### src/rtl/wb_port_arbiter.sv
// -----------------------------------------------------------------------------
// wb_port_arbiter
//   Shares the single register-file write port between the in-order pipeline
//   write-back and late load responses from the data-memory interface.
//   Loads win by default, but only for a bounded burst while the pipe waits.
//   A load and a pipe result to the same non-zero rd always let the load go
//   first, so the younger pipe value lands last. The write port is registered,
//   with one cycle of latency from grant to rf_we.
//
// Ports
//   clk, rst_n                 clock, asynchronous active-low reset
//   pipe_valid/rd/data/ready   pipeline write-back request channel
//   ld_valid/rd/data/ready     load response request channel
//   rf_we/rf_waddr/rf_wdata    registered regfile write port
//   ld_starved                 burst counter has reached MAX_LD_BURST
// -----------------------------------------------------------------------------
module wb_port_arbiter #(
    parameter int XLEN         = 32,
    parameter int MAX_LD_BURST = 4
) (
    input  logic            clk,
    input  logic            rst_n,
    input  logic            pipe_valid,
    input  logic [4:0]      pipe_rd,
    input  logic [XLEN-1:0] pipe_data,
    output logic            pipe_ready,
    input  logic            ld_valid,
    input  logic [4:0]      ld_rd,
    input  logic [XLEN-1:0] ld_data,
    output logic            ld_ready,
    output logic            rf_we,
    output logic [4:0]      rf_waddr,
    output logic [XLEN-1:0] rf_wdata,
    output logic            ld_starved
);

    localparam int               CNT_W   = $clog2(MAX_LD_BURST + 1);
    localparam logic [CNT_W-1:0] CNT_MAX = CNT_W'(MAX_LD_BURST);

    logic [CNT_W-1:0] burst_cnt;
    logic             same_rd;
    logic             grant_ld;
    logic             grant_pipe;
    logic             grant_any;
    logic [4:0]       win_rd;
    logic [XLEN-1:0]  win_data;

    // Grant decision: same-rd ordering beats the burst limit, the burst
    // limit beats load priority.
    always_comb begin
        same_rd    = (ld_rd == pipe_rd) && (ld_rd != 5'd0);
        grant_ld   = ld_valid && (!pipe_valid || same_rd || (burst_cnt != CNT_MAX));
        grant_pipe = pipe_valid && !grant_ld;
        grant_any  = grant_ld || grant_pipe;
        win_rd     = grant_ld ? ld_rd   : pipe_rd;
        win_data   = grant_ld ? ld_data : pipe_data;
    end

    // Readies drop as soon as reset asserts, without waiting for an edge.
    assign ld_ready   = grant_ld   && rst_n;
    assign pipe_ready = grant_pipe && rst_n;
    assign ld_starved = (burst_cnt == CNT_MAX);

    // Burst counter: counts load grants only while the pipe is actually waiting.
    always_ff @(posedge clk or negedge rst_n) begin
        if (!rst_n) begin
            burst_cnt <= '0;
        end else if (!pipe_valid || grant_pipe) begin
            burst_cnt <= '0;
        end else if (grant_ld && (burst_cnt != CNT_MAX)) begin
            burst_cnt <= burst_cnt + CNT_W'(1);
        end
    end

    // Write-port register. x0 writes are acknowledged but leave the port
    // address/data untouched so a stale value is never mistaken for a write.
    always_ff @(posedge clk or negedge rst_n) begin
        if (!rst_n) begin
            rf_we    <= 1'b0;
            rf_waddr <= 5'd0;
            rf_wdata <= '0;
        end else begin
            rf_we <= grant_any && (win_rd != 5'd0);
            if (grant_any && (win_rd != 5'd0)) begin
                rf_waddr <= win_rd;
                rf_wdata <= win_data;
            end
        end
    end

endmodule

### config.mk
export PLATFORM = sky130hd
export DESIGN_NAME = wb_port_arbiter
export DESIGN_NICKNAME = d
export VERILOG_FILES = /design/src/rtl/wb_port_arbiter.sv
export SDC_FILE = /design/constraint.sdc
export NUM_CORES = 1
export LEC_CHECK = 0
export ABC_AREA = 1
export CORE_MARGIN = 1.5
export CORE_UTILIZATION = 43
export CTS_CLUSTER_SIZE = 28
export DETAILED_ROUTE_END_ITERATION = 10
export PLACE_DENSITY = 0.91
export RECOVER_POWER = 50
export SLEW_MARGIN = 30
export SYNTH_ARGS = -nofsm -noshare
export SYNTH_HDL_FRONTEND = slang
export SYNTH_SLANG_ARGS = --single-unit
### constraint.sdc
create_clock -name clk -period 3.3 [get_ports clk]
set_clock_uncertainty 0.2 [all_clocks]
set_input_delay 0.66 -clock clk [delete_from_list [all_inputs] [get_ports clk]]
set_output_delay 0.66 -clock clk [all_outputs]
set_load 0.01 [all_outputs]
==> impl_metrics.xml <==
<?xml version="1.0" encoding="UTF-8"?>
<metrics>
  <group name="synthesis">
    <metric name="synthesis.area_per_instance" unit="µm²">6.728</metric>
    <metric name="synthesis.nets" unit="">427</metric>
    <metric name="syn_area" unit="µm²">2335</metric>
    <metric name="yosysTopAreaCell" unit="">dfrtp_1</metric>
    <metric name="synth-warning-count" unit="">0</metric>
    <metric name="synth_seq_area_share" unit="%">43.94</metric>
    <metric name="synth.ff_latch_count" unit="">41</metric>
    <metric name="synth_cells" unit="">347</metric>
    <metric name="post_synth_main_area_contributors" unit="">dfrtp_1, nand2_1, nand3_1</metric>
    <metric name="synth_largest_type_area_fraction" unit="%">43.94</metric>
    <metric name="synthDistinctLibCells" unit="">22</metric>
  </group>
  <group name="setup_path">
    <metric name="reg2regPathDepth" unit="">14</metric>
    <metric name="r2r_start" unit="">burst_cnt[0]</metric>
    <metric name="rrSetupSlack" unit="ns">0.67</metric>
    <metric name="critical_path_class" unit="">in -&gt; reg</metric>
    <metric name="cp_data_required_time" unit="ns">3.28</metric>
    <metric name="endpoint_kind" unit="">flop</metric>
    <metric name="critPathMaxFanout" unit="">35</metric>
    <metric name="cp_data_arrival_time" unit="ns">2.85</metric>
    <metric name="cp-start-kind" unit="">primary input</metric>
    <metric name="timing.rr.end" unit="">rf_waddr[2]</metric>
  </group>
  <group name="clock_network">
    <metric name="tritoncts.num_buffers" unit="">5</metric>
    <metric name="ctsHoldBuffers" unit="">0</metric>
    <metric name="cts_root_buf" unit="">clkbuf_8</metric>
    <metric name="worst_setup_hold_path_clk_slew" unit="ns">0.08</metric>
    <metric name="cts.htree.levels" unit="">2</metric>
    <metric name="post_cts_resized" unit="">0</metric>
    <metric name="clk_latency" unit="ns">0.28</metric>
    <metric name="cts_post_setup_buffers_inserted" unit="">0</metric>
    <metric name="tritoncts" unit="">yes</metric>
    <metric name="cts_buffer_depth" unit="">2</metric>
    <metric name="cts_sinks" unit="">41</metric>
  </group>
  <group name="die">
    <metric name="die-area" unit="µm²">5881</metric>
    <metric name="initial_core_utilization" unit="%">45.14</metric>
    <metric name="fp-row-count" unit="">26</metric>
    <metric name="core_area" unit="µm²">5172</metric>
    <metric name="die_w" unit="µm">76.69</metric>
    <metric name="floorplan.die.height" unit="µm">76.69</metric>
    <metric name="num_io_pins" unit="">119</metric>
  </group>
  <group name="sta">
    <metric name="post-route-min-period" unit="ns">2.872</metric>
    <metric name="maxSlewHeadroom" unit="%">-43.69</metric>
    <metric name="setup_total_negative_slack" unit="ns">0</metric>
    <metric name="hold_slack" unit="ns">0.2646</metric>
    <metric name="setup_violations" unit="">0</metric>
    <metric name="hold_violations" unit="">0</metric>
    <metric name="layout_worst_path_cycle_share" unit="%">87.02</metric>
    <metric name="rsz_0062_raised_after_global_routing" unit="">false</metric>
    <metric name="fmax" unit="MHz">348.2</metric>
    <metric name="postLayoutSetupSlackWorst" unit="ns">0.4283</metric>
    <metric name="pins_over_slew_limit" unit="">42</metric>
    <metric name="worst_pin_slew" unit="ns">2.155</metric>
  </group>
  <group name="hold_path">
    <metric name="holdPathStages" unit="">2</metric>
    <metric name="hold_class" unit="">reg -&gt; reg</metric>
    <metric name="timing.hold.worst.start" unit="">rf_wdata[3]</metric>
    <metric name="hold-path-endpoint" unit="">rf_wdata[3]</metric>
  </group>
  <group name="global_routing">
    <metric name="maximum_number_of_pins_on_one_net_before_global_route_repair" unit="">42</metric>
    <metric name="gr-total-overflow" unit="">0</metric>
    <metric name="grt_first_pass_wirelength" unit="µm">10780</metric>
    <metric name="grtUsageTotal" unit="%">22.58</metric>
    <metric name="first_global_vias" unit="">2445</metric>
    <metric name="grt_antenna_before_repair" unit="">0</metric>
  </group>
  <group name="finish">
    <metric name="syn2layout_area_growth" unit="%">57.56</metric>
    <metric name="nets" unit="">543</metric>
    <metric name="layout.filler_cells" unit="">440</metric>
    <metric name="drive_gt1_share" unit="%">5.819</metric>
    <metric name="register_area" unit="µm²">1026</metric>
    <metric name="antenna_diode_count" unit="">0</metric>
    <metric name="final_core_utilization" unit="%">71.12</metric>
    <metric name="final_cell_count_no_fill" unit="">534</metric>
    <metric name="area_of_the_multi_input_gates" unit="µm²">1126</metric>
    <metric name="post-route-cell-area" unit="µm²">3679</metric>
  </group>
  <group name="power">
    <metric name="power.total" unit="mW">1.414</metric>
    <metric name="power_leakage" unit="nW">1.966</metric>
    <metric name="worst_ir_drop_vdd" unit="V">0.0002268</metric>
    <metric name="power_density" unit="nW/µm²">384.5</metric>
  </group>
  <group name="place">
    <metric name="gp_congestion" unit="">0.8453</metric>
    <metric name="place.detailed.instances" unit="">526</metric>
    <metric name="place_ws" unit="ns">0.08747</metric>
    <metric name="dpl_cell_area" unit="µm²">3558</metric>
    <metric name="place.port_buffers" unit="">118</metric>
    <metric name="place_hpwl" unit="µm">4686</metric>
  </group>
  <group name="route">
    <metric name="vias_per_cell" unit="">4.667</metric>
    <metric name="wirelength" unit="µm">6377</metric>
    <metric name="first_pass_iters" unit="">4</metric>
    <metric name="post_drt_antenna_nets" unit="">0</metric>
    <metric name="post-route-drc-count" unit="">0</metric>
    <metric name="wl_per_cell" unit="µm">11.94</metric>
    <metric name="initialDrtViolationCount" unit="">62</metric>
    <metric name="vias" unit="">2492</metric>
  </group>
  <group name="run">
    <metric name="cap_viol_max_count" unit="">1</metric>
  </group>
  <group name="outcome">
    <metric name="violations_in_the_final_reports" unit="">max-capacitance violations, max-slew violations</metric>
    <metric name="status" unit="">finished, violations left</metric>
  </group>
</metrics>
-- layout by cell type, fill, tap and decap left out --
cell	instances
nand2_1	200
clkdlybuf4s50_1	94
nand3_1	44
dfrtp_1	41
dlygate4sd3_1	20
inv_1	16
nor2_1	9
buf_4	7
clkbuf_8	6
inv_2	5
dlymetal6s2s_1	3
nand2_2	2
nand2_4	2
ha_1	2
clkbuf_1	2
nor3_1	1
o21ai_1	1
o21bai_4	1
nor2_2	1
clkinv_1	1
a21oi_1	1
or2_2	1
xnor2_1	1
a31oi_1	1
bufinv_16	1
buf_2	1
-- state kept, by name (all words and copies together), names as in the netlist --
signal	count
burst_cnt	3
rf_waddr	5
rf_wdata	32
rf_we	1
-- kinds of logic (layout without fill, tap and decap cells) --
kind of cell	Yosys count	count (layout)	synth area share, %
xor gates and xnor gates	1	1	0.3752
AOI/OAI and AO/OA	4	4	1.179
DFF	41	41	43.94
buffers and inverters	39	156	8.145
and+or+nand+nor	260	260	45.28
adders and majority gates	2	2	1.072
-- synthesized netlist by cell type --
cell	count
clkbuf_1	6
xnor2_1	1
a21oi_1	1
a31oi_1	1
o21ai_1	1
inv_2	5
nor2_1	9
nor3_1	1
buf_2	5
nand2_4	2
nor2_2	1
nand2_1	200
buf_6	4
nand2_2	2
dfrtp_1	41
nand3_1	44
ha_1	2
inv_1	16
or2_2	1
clkinv_1	1
buf_4	2
o21bai_2	1
-- metal layers --
metal | GRT usage (%) | wire length, µm | vias to the layer above
met1 | 26.09 | 2622 | 1117
li1 | - | - | 1291
met5 | 0 | 0 | -
met4 | 6.667 | 87 | 0
met2 | 42.83 | 3408 | 78
met3 | 3.095 | 258 | 6
-- final cells by class --
class                   count  area share (%)
flip-flops and latches     41           27.89
inverters                  22           2.245
repair buffers            126           33.71
clock inverters             1          0.8163
multi-input cells         267           30.61
well taps                  70           2.381
clock buffers               7           2.347
-- worst max-delay path by stage --
| stage | startpoint | end | depth (start not counted) |
|---|---|---|---|
| floorplan | ld_rd[3] | pipe_ready | 11 |
| global placement | ld_rd[1] | pipe_ready | 11 |
| detailed placement | ld_rd[2] | ld_ready | 10 |
| CTS | ld_rd[2] | ld_ready | 10 |
| global route | ld_rd[2] | rf_wdata[25] | 15 |
| finish | ld_rd[3] | rf_waddr[2] | 15 |
-- critical path: stages --
cell and delay, ns:
clkdlybuf4s50_1 0.51, inv_1 0.07, nand2_1 0.06, nand2_1 0.06, nor2_1 0.09, nand3_1 0.11
nand2_2 0.10, nand2_4 0.06, buf_4 0.23, o21ai_1 0.18, nand2_1 0.13, inv_1 0.11
nand2_4 0.22, nand3_1 0.17, nand2_1 0.06
-- report_power, final --
group,leakage [nW],switching [mW],internal (mW)
Combinational,1.41,0.192,0.228
Sequential,0.500,0.0290,0.559
Clock,0.0585,0.159,0.247
Power figures use the tool's default switching activity.
